<file path="src/rtl/prio_grant_arb.sv">
`default_nettype none
// ============================================================================
// Module   : prio_grant_arb
// Brief    : Registered N-way arbiter with fixed-priority or round-robin
//            selection, presenting index and one-hot grant behind a
//            valid/ready handshake. The grant is sticky until accepted.
// Revision : 1.0 - initial release
// ============================================================================
module prio_grant_arb #(
  parameter  int N = 8,
  localparam int W = $clog2(N)
) (
  input  logic         clk,
  input  logic         rst_n,
  input  logic [N-1:0] req,
  input  logic         mode,
  input  logic         gnt_ready,
  output logic         gnt_valid,
  output logic [W-1:0] gnt_idx,
  output logic [N-1:0] gnt_onehot,
  output logic [W-1:0] rr_ptr
);

  typedef enum logic [0:0] {
    S_IDLE = 1'b0,
    S_HOLD = 1'b1
  } state_t;

  state_t         r_state;
  state_t         w_state_nxt;
  logic           r_gnt_valid;
  logic [W-1:0]   r_gnt_idx;
  logic [N-1:0]   r_gnt_onehot;
  logic [W-1:0]   r_rr_ptr;

  logic           w_valid_nxt;
  logic [W-1:0]   w_idx_nxt;
  logic [N-1:0]   w_onehot_nxt;
  logic [W-1:0]   w_ptr_nxt;

  logic           w_accept;
  logic           w_decide;
  logic           w_any;
  logic [W-1:0]   w_idx_inc;
  logic [W-1:0]   w_base;
  logic [N-1:0]   w_rot;
  logic [W-1:0]   w_rr_off;
  logic [W:0]     w_rr_sum;
  logic [W-1:0]   w_rr_win;
  logic [W-1:0]   w_fp_win;
  logic [W-1:0]   w_win;
  logic [N-1:0]   w_win_onehot;

  assign w_accept  = r_gnt_valid & gnt_ready;
  assign w_decide  = (r_state == S_IDLE) | w_accept;
  assign w_any     = |req;

  // Successor of the served line, wrapping explicitly so non-power-of-two N works.
  assign w_idx_inc = (r_gnt_idx == W'(N - 1)) ? '0 : r_gnt_idx + W'(1);

  // On a round-robin accept the just-served line becomes lowest priority at once.
  assign w_base    = (w_accept && mode) ? w_idx_inc : r_rr_ptr;

  // Rotate requests so bit 0 corresponds to the search base.
  assign w_rot     = N'({req, req} >> w_base);

  // Fixed priority: highest set index wins (later iterations override).
  always_comb begin
    w_fp_win = '0;
    for (int i = 0; i < N; i++) begin
      if (req[i]) w_fp_win = W'(i);
    end
  end

  // Round-robin: lowest set bit of the rotated vector is the offset from base.
  always_comb begin
    w_rr_off = '0;
    for (int i = N - 1; i >= 0; i--) begin
      if (w_rot[i]) w_rr_off = W'(i);
    end
  end

  // Map the rotated offset back to an absolute index, wrapping at N.
  always_comb begin
    w_rr_sum = {1'b0, w_base} + {1'b0, w_rr_off};
    if (w_rr_sum >= (W + 1)'(N)) w_rr_sum = w_rr_sum - (W + 1)'(N);
    w_rr_win = w_rr_sum[W-1:0];
  end

  assign w_win        = mode ? w_rr_win : w_fp_win;
  assign w_win_onehot = {{(N - 1){1'b0}}, 1'b1} << w_win;

  // Next-state and next-output selection; everything holds unless a decision is made.
  always_comb begin
    w_state_nxt  = r_state;
    w_valid_nxt  = r_gnt_valid;
    w_idx_nxt    = r_gnt_idx;
    w_onehot_nxt = r_gnt_onehot;
    w_ptr_nxt    = r_rr_ptr;

    if (w_accept && mode) w_ptr_nxt = w_idx_inc;

    case (r_state)
      S_IDLE, S_HOLD: begin
        if (w_decide) begin
          if (w_any) begin
            w_state_nxt  = S_HOLD;
            w_valid_nxt  = 1'b1;
            w_idx_nxt    = w_win;
            w_onehot_nxt = w_win_onehot;
          end else begin
            w_state_nxt  = S_IDLE;
            w_valid_nxt  = 1'b0;
            w_idx_nxt    = '0;
            w_onehot_nxt = '0;
          end
        end
      end
      default: begin
        w_state_nxt  = S_IDLE;
        w_valid_nxt  = 1'b0;
        w_idx_nxt    = '0;
        w_onehot_nxt = '0;
      end
    endcase
  end

  // State and output registers; reset drops any held grant immediately.
  always_ff @(posedge clk or negedge rst_n) begin
    if (!rst_n) begin
      r_state      <= S_IDLE;
      r_gnt_valid  <= 1'b0;
      r_gnt_idx    <= '0;
      r_gnt_onehot <= '0;
      r_rr_ptr     <= '0;
    end else begin
      r_state      <= w_state_nxt;
      r_gnt_valid  <= w_valid_nxt;
      r_gnt_idx    <= w_idx_nxt;
      r_gnt_onehot <= w_onehot_nxt;
      r_rr_ptr     <= w_ptr_nxt;
    end
  end

  assign gnt_valid  = r_gnt_valid;
  assign gnt_idx    = r_gnt_idx;
  assign gnt_onehot = r_gnt_onehot;
  assign rr_ptr     = r_rr_ptr;

endmodule
`default_nettype wire

</file>
<file path="config.mk">
export PLATFORM = sky130hd
export DESIGN_NAME = prio_grant_arb
export DESIGN_NICKNAME = d
export VERILOG_FILES = /design/src/rtl/prio_grant_arb.sv
export SDC_FILE = /design/constraint.sdc
export NUM_CORES = 1
export LEC_CHECK = 0
export ABC_AREA = 1
export CORE_UTILIZATION = 56
export CTS_CLUSTER_DIAMETER = 100
export CTS_CLUSTER_SIZE = 40
export DETAILED_ROUTE_END_ITERATION = 7
export DONT_BUFFER_PORTS = 1
export PLACE_DENSITY_LB_ADDON = 0.3
export SETUP_SLACK_MARGIN = 0.2
export SYNTH_ARGS = -nofsm -noshare
export SYNTH_HDL_FRONTEND = slang
export SYNTH_SLANG_ARGS = --single-unit
</file>
<file path="constraint.sdc">
create_clock -name clk -period 2.88 [get_ports clk]
set_input_delay 0.432 -clock clk [delete_from_list [all_inputs] [get_ports clk]]
set_output_delay 0.432 -clock clk [all_outputs]
set_load 0.005 [all_outputs]
</file>
==> results.md, run 1 <==
- The floorplan step defined a die boundary enclosing 0.00248 mm2.
- The global-route wire length before repair is about 6.9 mm.
- At the end of routability-driven placement, the weighted congestion stood at 0.930.
- The final period utilization is 114%.
- After synthesis, the mean cell area works out to 6.26 um2.
- The class of the most critical hold timing path is in -> reg.
- The number of nets handed over by synthesis was ~220.
- Summed over all layers, the global routing overflow is 0.
- The total routed wirelength is 5.95 mm.
- Across the VDD grid, the largest voltage drop is roughly 1100 uV.
- In the final design database the tool counted 259 nets.
- The floorplan step defined a core boundary enclosing between 0.002 and 0.0025 mm2.
- The floorplan row count is 16.
- For this configuration, the core starts out at a cell density of between 60 and 70%.
- The final critical-path required period is approximately 3.3 ns.
- The flow ran to the end, but the final reports show violations.
- After detailed routing, the wire length on met1 is 1.99 mm.
- In this run, the number of DRC markers left after iteration 0 of detailed routing was 172.
- The slack of the critical path is -0.401 ns.
- The post-detailed-route via-to-cell ratio is about 6.8.
- Entering global routing, the biggest net connects 16 pins.
- The detail route stage leaves a number of antenna-violating nets equal to 0.
- dfrtp_1 takes more of the synthesized area than any other cell.
- The fraction of final layout cells sized beyond drive strength 1 is 46.5%.
- The overall die height is ~50 um.
- From left edge to right edge, the die measures 49.8 um.
- The total number of vias is 1842.
- For the worst setup path, the data required time is 3.13 ns.
- The number of max-slew violations in the final report was 0.
- The hold violation count in the final report is 0.
- The initial antenna violation count is 0.
- Once layout is complete, the utilization of the core stands at ~95%.
- The share of synthesized area in the top cell type comes to 29.4%.
- Setup repair after global routing could not meet its margin everywhere.
- The wire length per cell is 22.0 um.
- The highest signal layer in the routed design is met4.
- The detailed-routing iteration count for the pre-antenna-repair pass is 8.
- For this design the top-level I/O count stands at 27.
- The H-tree level count is 1.
- The worst setup path is captured at a register.
- The count of endpoints failing setup in the final report is 11.
- Clock tree synthesis inserted a total of 3 buffers.
- For the worst setup path, the data arrival time is 3.53 ns.
- For this design, the sink count on the clock tree is 15.
- The number of global-route vias before repair is 1521.
- After filler insertion, the fill cell instance count of the layout stands at 55.
- After synthesis, flip-flops and latches occupy 29.4% of the total area.
- The measured slew at the worst slew-check pin is 0.928 ns.
- At the later pin of the worst-skew pair, clock insertion delay measures 0.31 ns.
- The mapped cell area is 0.00128 mm2.
- The global-route usage over all layers is 37.4%.
- The largest fanout of any net on the critical path is 7.
- By area the synthesized netlist is led by dfrtp_1 29%, nand2_1 24%, nand3_1 14%, inv_1 6.2%, nor2_1 2.9%.
- The final reports fail on design-rule violations, negative setup slack.
- Compared with the post-synthesis result, the final layout area differs by 53.0%.
- Synthesis produced a netlist whose cell count is 204.
- The accumulated negative setup slack is -3.82 ns.
- The number of diodes is 0.
- In the routed design, unresolved DRC markers number 1.
- In this run the clock root is driven by a clkbuf_4.
- The netlist uses 25 different library cells.
- For this run, the number of Yosys warnings is 0.
- In this run the deepest clock path goes through 2 buffers.
- Static timing analysis puts the maximum clock frequency at 305 MHz.
- Wire segments on met2 add up to approximately 2.7 mm in the final route.
- The leakage power of the design is around 1 nW.
- The wire-length estimate of the detail-placed layout is 2.83 mm.
- The number of synthesized register bits is 15.
- The met3 wire length is between 800 and 900 um.
- The clock-pin slew of the registers on the worst-case setup and hold paths is ~0.13 ns.
- The total of buffers placed on input and output ports is 0.
- The clock skew is 0.0295 ns.
- The worst setup path is launched from a register.
- The reported max-cap violation count is 0.
- TritonCTS built the clock tree.
- The relative max-transition margin is 37.9%.
- The worst setup path is of the reg -> reg kind.
- The power per unit of standard cell area is 1210 mW/mm2.
[layout by cell type, fill, tap and decap left out, types with 3 or more instances in the layout]
master / Yosys / final
nand2_1: 82 / 67
nor2_4: 1 / 4
nand4_1: 4 / 4
buf_4: 0 / 31
nand2_2: 5 / 15
buf_6: 1 / 3
nand3_4: 0 / 6
o21ai_0: 5 / 3
dfrtp_1: 15 / 15
clkbuf_4: 0 / 3
nor2_1: 10 / 8
inv_2: 2 / 4
inv_1: 21 / 19
nand3_1: 37 / 10
nand3_2: 2 / 23
nand2_4: 1 / 7
[layer usage]
metal	GRT usage (%)	vias up
met5	0	-
met4	8.57	0
li1	-	736
met3	10.8	75
met2	64.4	202
met1	45.7	829
[path summary, 6_finish.rpt]
path	slack, ns	from	depth (start not counted)	end
max in group asynchronous	1.76	rst_n	1	gnt_idx[1]
max reg2reg	-0.40	gnt_idx[1]	21	gnt_onehot[4]
min	0.30	gnt_ready	1	gnt_valid
max	-0.40	gnt_idx[1]	21	gnt_onehot[4]
min reg2reg	0.54	gnt_onehot[0]	2	gnt_onehot[0]
min in group asynchronous	0.61	rst_n	1	rr_ptr[0]
[through the flow]
stage	setup WS, ns	std cells	cell area, um2	hold WS, ns	total power, mW
floorplan	-0.0451	204	1320	0.136	1.12
global placement	-0.197	248	1480	0.137	1.43
detailed placement	-0.344	248	1480	0.137	1.47
CTS	-0.180	266	1740	0.241	1.91
global route	-0.512	270	1950	0.282	2.43
finish	-0.401	270	1950	0.299	2.37
[cells by family (layout without fill, tap and decap cells)]
logic type,Yosys count,after routing,synth area share [%]
buffers and inverters,25,63,7.93
DFF,15,15,29.4
xor gates and xnor gates,1,1,0.686
adders and majority gates,3,3,3.53
and+or+nand+nor,147,148,51.5
AOI/OAI and AO/OA,13,13,6.95
[registers in the layout, indices dropped and copies added (netlist names)]
register	cells
rr_ptr	3
gnt_onehot	8
gnt_idx	3
gnt_valid	1
[area by class of cell]
type,instances,area [um2],area share [%]
clock buffer,3,22.5,1.15
clock inverter,1,5.00,0.256
inverter,23,86.3,4.42
multi-input combinational,165,1140,58.3
sequential,15,375,19.2
tap,27,33.8,1.73
timing repair buffer,36,292,14.9
[critical path, stage by stage (launching register included)]
cell,delay (ns)
dfrtp_1,0.41
ha_2,0.21
ha_4,0.16
nor2_4,0.12
inv_2,0.06
nand2_4,0.09
nand2_4,0.07
nand2_1,0.11
nand2_1,0.09
nand2_1,0.14
nand3_1,0.13
nand2_1,0.14
nand2_1,0.09
o21bai_2,0.21
fa_2,0.36
xnor2_2,0.17
nand3_2,0.11
nand3_4,0.13
nand2_4,0.08
nor2_4,0.13
nand4_1,0.11
nand2_1,0.12
[what timing repair did]
action | 4_1_cts | 5_1_grt
hold endpoints to repair | 15 | 0
pin swaps | 10 | 13
setup buffers | 12 | 4
resized for setup | 31 | 40
endpoints found under the setup margin | 10 | 11
cloned | 1 | 0
hold buffers | 1 | 0
[synthesized netlist by cell type (all sizes together)]
master	n
dfrtp	15
inv	23
nor3	2
nand2	88
o21ai	8
a21oi	3
clkbuf	1
fa	1
nor2	13
buf	1
nand4	4
a22oi	1
xnor2	1
or2	1
ha	2
nand3	39
o21bai	1
[power breakdown]
| part | switching (mW) | internal (mW) |
|---|---|---|
| registers | 0.0795 | 0.289 |
| logic | 1.06 | 0.799 |
| clock network | 0.0857 | 0.0517 |
| total | 1.23 | 1.14 |
Note: power is estimated with default switching activity, not from simulation.
==> run 2, diff against run 1 <==
--- a/config.mk
+++ b/config.mk
@@ -12,7 +12,6 @@
 export DETAILED_ROUTE_END_ITERATION = 7
 export DONT_BUFFER_PORTS = 1
 export PLACE_DENSITY_LB_ADDON = 0.3
-export SETUP_SLACK_MARGIN = 0.2
 export SYNTH_ARGS = -nofsm -noshare
 export SYNTH_HDL_FRONTEND = slang
 export SYNTH_SLANG_ARGS = --single-unit
==> results.md, run 2 (same netlist as run 1, synthesis figures left out) <==
- The flow ran to the end, but the final reports show violations.
- The checks that failed: negative setup slack.
- The final RePlAce weighted congestion is 0.985 (+5.9%).
- The initial core utilization was 62.0% (unchanged).
- The number of global-route vias before repair came to 1379 (-9.3%).
- The reported max-cap violation count is 0 (unchanged).
- The largest fanout of any net on the critical path came to 6 (-1).
- The core footprint is 0.00206 mm2 (unchanged).
- The floorplan row count was 16 (unchanged).
- The hold violation count in the final report is 0 (unchanged).
- Relative to the synthesized area, the layout overhead comes to 39.1%.
- The wire length per cell was 15.8 um (-28%).
- The total number of nets in the final design is 247 (-4.6%).
- The global-route wire length before repair came to 5.91 mm (-14%).
- The initial antenna violation count is 0 (unchanged).
- The final cell area excluding filler cells came to 0.00178 mm2 (-9.1%).
- The fraction of final layout cells sized beyond drive strength 1 is 40.7% (-5.8 points).
- The critical path is of the reg -> reg type.
- The clock skew is 0.00344 ns (-0.0260 ns).
- The global-route usage over all layers came to 31.7% (-5.7 points).
- The multi-input logic area was 0.00106 mm2 (-6.7%).
- The relative max-transition margin is 49.8% (+12 points).
- The clock latency reported for the late side of the worst-skew pair is 0.30 ns (about the same).
- Setup repair after global routing could not meet its margin everywhere.
- Leaving out fill and tap cells, the most frequent cell in the layout is nand2_1.
- The power per unit of standard cell area is 1080 mW/mm2 (-11%).
- The largest net degree at the start of global routing came to 16 (unchanged).
- The critical path ends at gnt_onehot[0].
- The final global-route overflow total came to 0 (unchanged).
- The leakage power of the design was 0.930 nW (-7.4%).
- The area after detailed placement came to 0.00148 mm2 (unchanged).
- The data arrival time at the worst-slack endpoint came to 3.45 ns (-0.08 ns).
- The clock-pin slew of the registers on the worst-case setup and hold paths came to 0.10 ns (-0.03 ns).
- The final critical-path required period is 3.21 ns (-0.0728 ns).
- The slack of the critical path is -0.328 ns (+0.0728 ns).
- The total power draw is 1.92 mW (-19%).
- The maximum achievable frequency is 312 MHz (+2.3%).
- The most critical setup path has its startpoint at gnt_idx[1].
- The floorplan die area was 0.00248 mm2 (unchanged).
- The HPWL reported at the end of detailed placement is 2.72 mm (-3.6%).
- The number of inserted filler cells in the final layout is 120 (+120%).
- The number of nets with antenna violations after routing is 0 (unchanged).
- The data required time of the worst path is 3.12 ns (about the same).
- The buffer levels on the longest clock path is 2 (unchanged).
- The worst hold slack is 0.245 ns (-0.0540 ns).
- The worst flop-to-flop path startpoint is gnt_idx[1].
- The worst hold path begins at gnt_ready.
- The post-detailed-route via-to-cell ratio is 5.98 (-12%).
- The measured slew at the worst slew-check pin came to 0.750 ns (-0.178 ns).
- The endpoint identified for the worst register-to-register timing path is gnt_onehot[0].
- The detailed-routing iteration count for the pre-antenna-repair pass came to 4 (-4).
- The total of buffers placed on input and output ports is 0 (unchanged).
- The number of cells in the design after placement is 248 (unchanged).
- The iteration-0 DRC count of the detailed router is 98 (-43%).
- The tree is rooted in a clkbuf_4.
- The final period utilization came to 111% (-2.5 points).
- The total number of vias came to 1542 (-16%).
- The worst setup slack for register-to-register paths was -0.33 ns (+0.07 ns).
- The register area is 375 um2 (unchanged).
- In the layout the commonest cells are 65 x nand2_1, 21 x buf_4, 19 x nand3_2, 19 x inv_1, 18 x nand2_2.
- The number of design rule violations left after detail routing is 0 (-1).
- The total routed wirelength is 4.08 mm (-31%).
- The overall die height is 49.8 um (unchanged).
- The H-tree level count is 1 (unchanged).
- The non-filler instance count after layout came to 258 (-4.4%).
- The worst voltage drop across the vdd grid is 862 uV (-20%).
- The number of max-slew violations in the final report is 0 (unchanged).
- The count of endpoints failing setup in the final report is 10 (-1).
- The cell count of the worst reg-to-reg path is 24 (+14%).
- TritonCTS built the clock tree.
- The TritonCTS sink count is 15 (unchanged).
- The die width is 49.8 um (unchanged).
- The top-level I/O count was 27 (unchanged).
- STA classifies the critical path endpoint as a register.
- The total CTS buffers is 3 (unchanged).
- The type of element launching the critical path is a register.
- The path class of the tightest hold or removal check is in -> reg.
- The post-place setup slack is -0.297 ns (+0.0469 ns).
- The flip-flop count of the largest register, all copies and words added was 8 (unchanged).
- The number of diodes is 0 (unchanged).
-- run 2: cell count changes in the layout (fill, tap and decap cells not counted), sizes merged --
cell  change
buf      -12
-- run 2: worst min-delay path by stage --
stage	endpoint	slack, ns	depth (start not counted)
6_report	gnt_valid	0.24	1
5_1_grt	gnt_valid	0.24	1
4_1_cts	gnt_valid	0.25	1
3_5_place_dp	rr_ptr[0]	0.14	0
3_3_place_gp	rr_ptr[1]	0.14	0
2_1_floorplan	gnt_idx[0]	0.14	0
-- run 2: worst max-delay path, stage by stage (launching register included) --
cell and delay [ns]:
dfrtp_1 0.40, ha_2 0.20, ha_4 0.16, nor2_4 0.13
nand2_4 0.11, nand2_8 0.12, nand2_2 0.08, nand3_1 0.10
nand2_1 0.10, nand2_1 0.08, nand2_1 0.09, nand2_1 0.10
nand2_1 0.07, nand2_1 0.06, nand2_1 0.06, nand2_2 0.08
nand3_4 0.08, fa_2 0.38, xnor2_2 0.15, inv_1 0.05
nand2_1 0.07, nand3_2 0.09, a21oi_2 0.19, nand4_1 0.14
nand2_1 0.08
-- run 2: what timing repair did --
item	4_1_cts	5_1_grt
endpoints found under the hold margin	15	0
cloned	1	0
hold buffers	1	0
buffers inserted	2	2
resized for setup	36	19
pin swaps	4	2
setup endpoints to repair	10	10
-- run 2: area by class of cell --
class | instances | share of cell area, %
inverters | 23 | 4.86
clock inverters | 1 | 0.282
repair buffers | 24 | 10.7
clock buffers | 3 | 1.27
well taps | 27 | 1.90
flip-flops and latches | 15 | 21.1
multi-input cells | 165 | 59.9
-- run 2: where the power goes --
group	switching (mW)	internal, mW
Combinational	0.842	0.600
Sequential	0.0655	0.289
Clock	0.0764	0.0518
Total	0.983	0.941
-- run 2: metal layers --
metal / global-route usage (%) / vias to the layer above / share of wire (%)
met5: 0 / - / 0
met4: 8.57 / 0 / 2.2
met3: 8.64 / 11 / 10
met2: 50.0 / 101 / 48
met1: 42.7 / 718 / 40
li1: - / 712 / -
-- run 2: metrics by stage --
stage          util, %  setup TNS, ns
2_1_floorplan        -         -0.187
3_3_place_gp      71.7          -1.32
3_5_place_dp      71.7          -2.40
4_1_cts           81.4          -1.13
5_1_grt           86.2          -4.34
6_report          86.2          -2.72
==> run 3, diff against run 2 <==
--- a/config.mk
+++ b/config.mk
@@ -6,7 +6,8 @@
 export NUM_CORES = 1
 export LEC_CHECK = 0
 export ABC_AREA = 1
-export CORE_UTILIZATION = 56
+export CORE_UTILIZATION = 59
+export CTS_BUF_LIST = sky130_fd_sc_hd__clkbuf_8
 export CTS_CLUSTER_DIAMETER = 100
 export CTS_CLUSTER_SIZE = 40
 export DETAILED_ROUTE_END_ITERATION = 7
==> results.md, run 3 <==
- The number of synthesized register bits was 15 (unchanged).
- The initial core utilization is 63.8% (+1.9 points).
- The floorplan row count came to 16 (unchanged).
- The number of warning messages in the yosys log is 0 (unchanged).
- The halt point of the flow is 5_1_grt.
- The largest net degree at the start of global routing is 16.
- The sequential element share of the synthesized area is 29.4% (unchanged).
- The post-synthesis cell count is 204 (unchanged).
- The first error in the log reads "[ERROR DPL-0038] Utilization greater than 100%, impossible to legalize".
- The HPWL reported at the end of detailed placement is 2.80 mm (+2.8%).
- By area the synthesized netlist is led by dfrtp_1 29%, nand2_1 24%, nand3_1 14%, inv_1 6.2%, nor2_1 2.9%.
- The die width is 48.5 um (-2.5%).
- The fraction of post-synthesis cell area in the top cell type by area is 29.4% (unchanged).
- The synthesized area per cell is 6.26 um2 (unchanged).
- The number of enable flip-flop cells after synthesis is 0 (unchanged).
- The top-level I/O count is 27 (unchanged).
- The final RePlAce weighted congestion is 0.951 (-3.5%).
- The leading cell type by number of instances after synthesis is nand2_1.
- After global-route timing repair, the worst endpoint was gnt_onehot[0]$_DFFE_PN0P_/D.
- The area after detailed placement came to 0.00147 mm2 (-0.51%).
- The worst endpoint type is a register input.
- The total of buffers placed on input and output ports is 0 (unchanged).
- In the synthesized netlist the dominant register cell turns out to be dfrtp_1.
- The buffer levels on the longest clock path is 2 (unchanged).
- Counting instances in the post-synthesis netlist gives the leading cell types as 82 x nand2_1, 37 x nand3_1, 21 x inv_1, 15 x dfrtp_1, 10 x nor2_1.
- The fraction of registers with async set or reset after synthesis came to 100% (unchanged).
- The total CTS buffers came to 3 (unchanged).
- The flow did not finish.
- The largest total area in the synthesized netlist belongs to dfrtp_1.
- The TritonCTS sink count was 15 (unchanged).
- The mapped cell area is 0.00128 mm2 (unchanged).
- The count of cell types in the netlist came to 25 (unchanged).
- The H-tree level count is 1 (unchanged).
- The overall die height came to 48.5 um (-2.5%).
- The synthesized netlist net count is 219 (unchanged).
- Clock tree synthesis selected as its root buffer the cell clkbuf_8.
-- run 3: kinds of logic after synthesis --
| group | Yosys count | share of synthesized area [%] |
|---|---|---|
| adder cells (fa/ha/maj) | 3 | 3.53 |
| AO/OA/AOI/OAI | 13 | 6.95 |
| flip-flops | 15 | 29.4 |
| XOR/XNOR | 1 | 0.686 |
| buffers and inverters | 25 | 7.93 |
| AND/OR/NAND/NOR | 147 | 51.5 |
-- run 3: what timing repair did --
item | in CTS
resized for setup | 40
pin swaps | 9
hold buffers | 1
endpoints found under the setup margin | 10
cloned | 1
buffers inserted | 10
hold endpoints to repair | 15
-- run 3: through the flow --
stage          instances  hold slack [ns]  worst slack [ns]
3_3_place_gp         247            0.137            -0.242
4_1_cts              263            0.313            -0.189
3_5_place_dp         247            0.137            -0.372
2_1_floorplan        204            0.136           -0.0451
==> run 4, diff against run 3 <==
==> config.mk (replaced) <==
export PLATFORM = sky130hd
export DESIGN_NAME = prio_grant_arb
export DESIGN_NICKNAME = d
export VERILOG_FILES = /design/src/rtl/prio_grant_arb.sv
export SDC_FILE = /design/constraint.sdc
export NUM_CORES = 1
export LEC_CHECK = 0
export ABC_AREA = 1
export CORE_AREA = 2 2 63 65
export DETAILED_ROUTE_END_ITERATION = 7
export DIE_AREA = 0 0 65 67
export DONT_BUFFER_PORTS = 1
export PLACE_DENSITY_LB_ADDON = 0.15
export SYNTH_ARGS = -nofsm -noshare
export SYNTH_HDL_FRONTEND = slang
export SYNTH_SLANG_ARGS = --single-unit
==> constraint.sdc (replaced) <==
create_clock -name clk -period 3.7 [get_ports clk]
set_input_delay 0.555 -clock clk [delete_from_list [all_inputs] [get_ports clk]]
set_output_delay 0.555 -clock clk [all_outputs]
set_load 0.005 [all_outputs]
==> results.md, run 4 (same netlist as run 1, synthesis figures left out) <==
- The completed layout was analyzed and its total power is 1.14 mW.
- The count of nets left with antenna violations once routing finished came out at 0.
- The number of max-slew violations in the final report came to 0.
- The hold violation count in the final report is 0.
- The core footprint is 0.00361 mm2.
- For this design the static power due to leakage is 0.779 nW.
- The global-route wire length before repair is 5.65 mm.
- The tightest min-delay check is of the in -> reg type.
- The worst setup slack for register-to-register paths is 0.31 ns.
- The wire length per cell is 12.8 um.
- The largest net degree at the start of global routing is 16.
- The total CTS buffers was 3 (unchanged).
- After layout, the worst path uses 91.7% of the clock period.
- The die width is 65 um (+34%).
- The initial antenna violation count is 0.
- For this block, the routed nets add up to 3.31 mm of wire.
- The number of diodes is 0.
- The fraction of final layout cells sized beyond drive strength 1 is 15.2%.
- The final core utilization is 40.0%.
- The number of global-route vias before repair was roughly 1200.
- The buffer levels on the longest clock path is 2 (unchanged).
- The maximum achievable frequency is just under 300 MHz.
- The worst setup path is launched from a register.
- The total number of nets in the final design is 227.
- The final global-route overflow total is 0.
- Across every metal layer, demand over resource in global routing totals 16.3%.
- At the worst endpoint, the arrival time is 3.58 ns.
- For the pin with the worst max-slew slack, the measured transition is 0.689 ns.
- The category of the worst setup path capture point is a register.
- The post-place setup slack is 0.189 ns (+0.561 ns).
- Setup violations remaining at the end of the flow were counted as 0.
- In this run the power density over the cells is 789 mW/mm2.
- The library cells used most frequently in the layout, excluding fill and tap cells, are 81 x nand2_1, 36 x nand3_1, 21 x inv_1.
- The number of design rule violations left after detail routing is 0.
- Clock tree synthesis selected as its root buffer the cell clkbuf_8.
- Setup slack closes at 0.306 ns.
- The final critical-path required period is 3.39 ns.
- After the first detailed-routing iteration, the DRC count stood at 66.
- The flow ran to the end, and the final reports show no timing, DRC or antenna violations.
- The total number of vias is 1301.
- The floorplan row count is 22 (+6).
- The TritonCTS sink count was 15 (unchanged).
- TritonCTS built the clock tree.
- The largest fanout of any net on the critical path is 10.
- The final RePlAce weighted congestion is 0.832 (-12%).
- The detailed-routing iteration count for the pre-antenna-repair pass is 4.
- Leaving out fill and tap cells, the most frequent cell in the layout is nand2_1.
- The total of buffers placed on input and output ports is 0 (unchanged).
- The clock latency reported for the late side of the worst-skew pair is 0.25 ns.
- The worst-case IR drop observed on VDD is 267 uV.
- The relative max-transition margin is between 50% and 60%.
- The critical path is of the reg -> reg type.
- The floorplan die area is 0.00436 mm2.
- The HPWL reported at the end of detailed placement is 2.57 mm (-8.4%).
- The non-filler instance count after layout is roughly 260.
- The signed area change from the synthesized netlist to the final layout is 12.9%.
- For the worst setup path, the data required time is 3.89 ns.
- Clock skew on the completed layout was measured at between 0.004 and 0.005 ns.
- The post-detailed-route via-to-cell ratio is 5.02.
- The register with the most flip-flops in the layout has 8 of them.
- The overall die height is 67 um (+38%).
- The clock-pin slew of the registers on the worst-case setup and hold paths is 0.06 ns.
- The top-level I/O count is 27 (unchanged).
- The H-tree level count came to 1 (unchanged).
- The number of cells in the design after placement was 250 (+1.2%).
- The initial core utilization is 35.4% (-28 points).
- The tool flagged a number of max-cap violations equal to 0.
run 4: path summary, 6_finish.rpt:
kind,startpoint,endpoint,depth (start not counted)
setup / recovery,gnt_idx[0],gnt_onehot[6],20
hold / removal,gnt_ready,gnt_valid,1
max in group asynchronous,rst_n,gnt_idx[0],1
min in group asynchronous,rst_n,gnt_idx[1],1
setup reg to reg,gnt_idx[0],gnt_onehot[6],20
hold reg to reg,gnt_onehot[3],gnt_onehot[3],2
run 4: what timing repair did:
| item | in CTS | in global routing |
|---|---|---|
| hold buffers | 1 | 0 |
| endpoints found under the setup margin | 0 | 9 |
| buffers inserted | 0 | 3 |
| resized for setup | 0 | 9 |
| hold endpoints to repair | 15 | 0 |
run 4: final cells by class:
cell class,count,area (um2)
well taps,48,60.1
fillers,416,2160
clock buffers,3,41.3
repair buffers,4,32.5
inverters,23,86.3
flip-flops and latches,15,377
clock inverters,1,5.00
multi-input cells,165,841
run 4: layer usage:
metal  track usage [%]  vias up  part of all wire [%]
met3              2.03        2                   3.5
met2              28.4       21                    49
met5                 0        -                     0
li1                  -      670                     -
met4              4.79        0                  0.72
met1              20.9      608                    47
run 4: worst max-delay path, stage by stage, from the launching register on:
cell and delay [ns]:
dfrtp_2 0.44, ha_1 0.21, ha_1 0.30, o21ai_4 0.34, inv_2 0.16, nand3_1 0.12, nand2_1 0.09, inv_1 0.06
nand2_1 0.04, nand2_1 0.05, nand2_1 0.04, nand2_1 0.10, nand3_2 0.10, fa_2 0.37, xnor2_2 0.18, nand3_1 0.10
nand3_1 0.13, nand2_1 0.13, nor2_2 0.17, nand4_1 0.11, nand2_1 0.08
run 4: per-stage QoR:
| stage | setup TNS [ns] | area (um2) | hold slack, ns |
|---|---|---|---|
| 6_report | 0 | 1440 | 0.414 |
| 5_1_grt | -0.00958 | 1440 | 0.419 |
| 4_1_cts | 0 | 1380 | 0.411 |
| 3_5_place_dp | 0 | 1320 | 0.260 |
| 3_3_place_gp | 0 | 1320 | 0.260 |
| 2_1_floorplan | 0 | 1280 | 0.259 |
run 4: where the power goes:
group	internal, mW	total, mW	leakage [nW]	switching, mW
Combinational	0.256	0.724	0.568	0.468
Sequential	0.226	0.282	0.186	0.0556
Clock	0.0744	0.132	0.0255	0.0576
Total	0.557	1.14	0.779	0.581
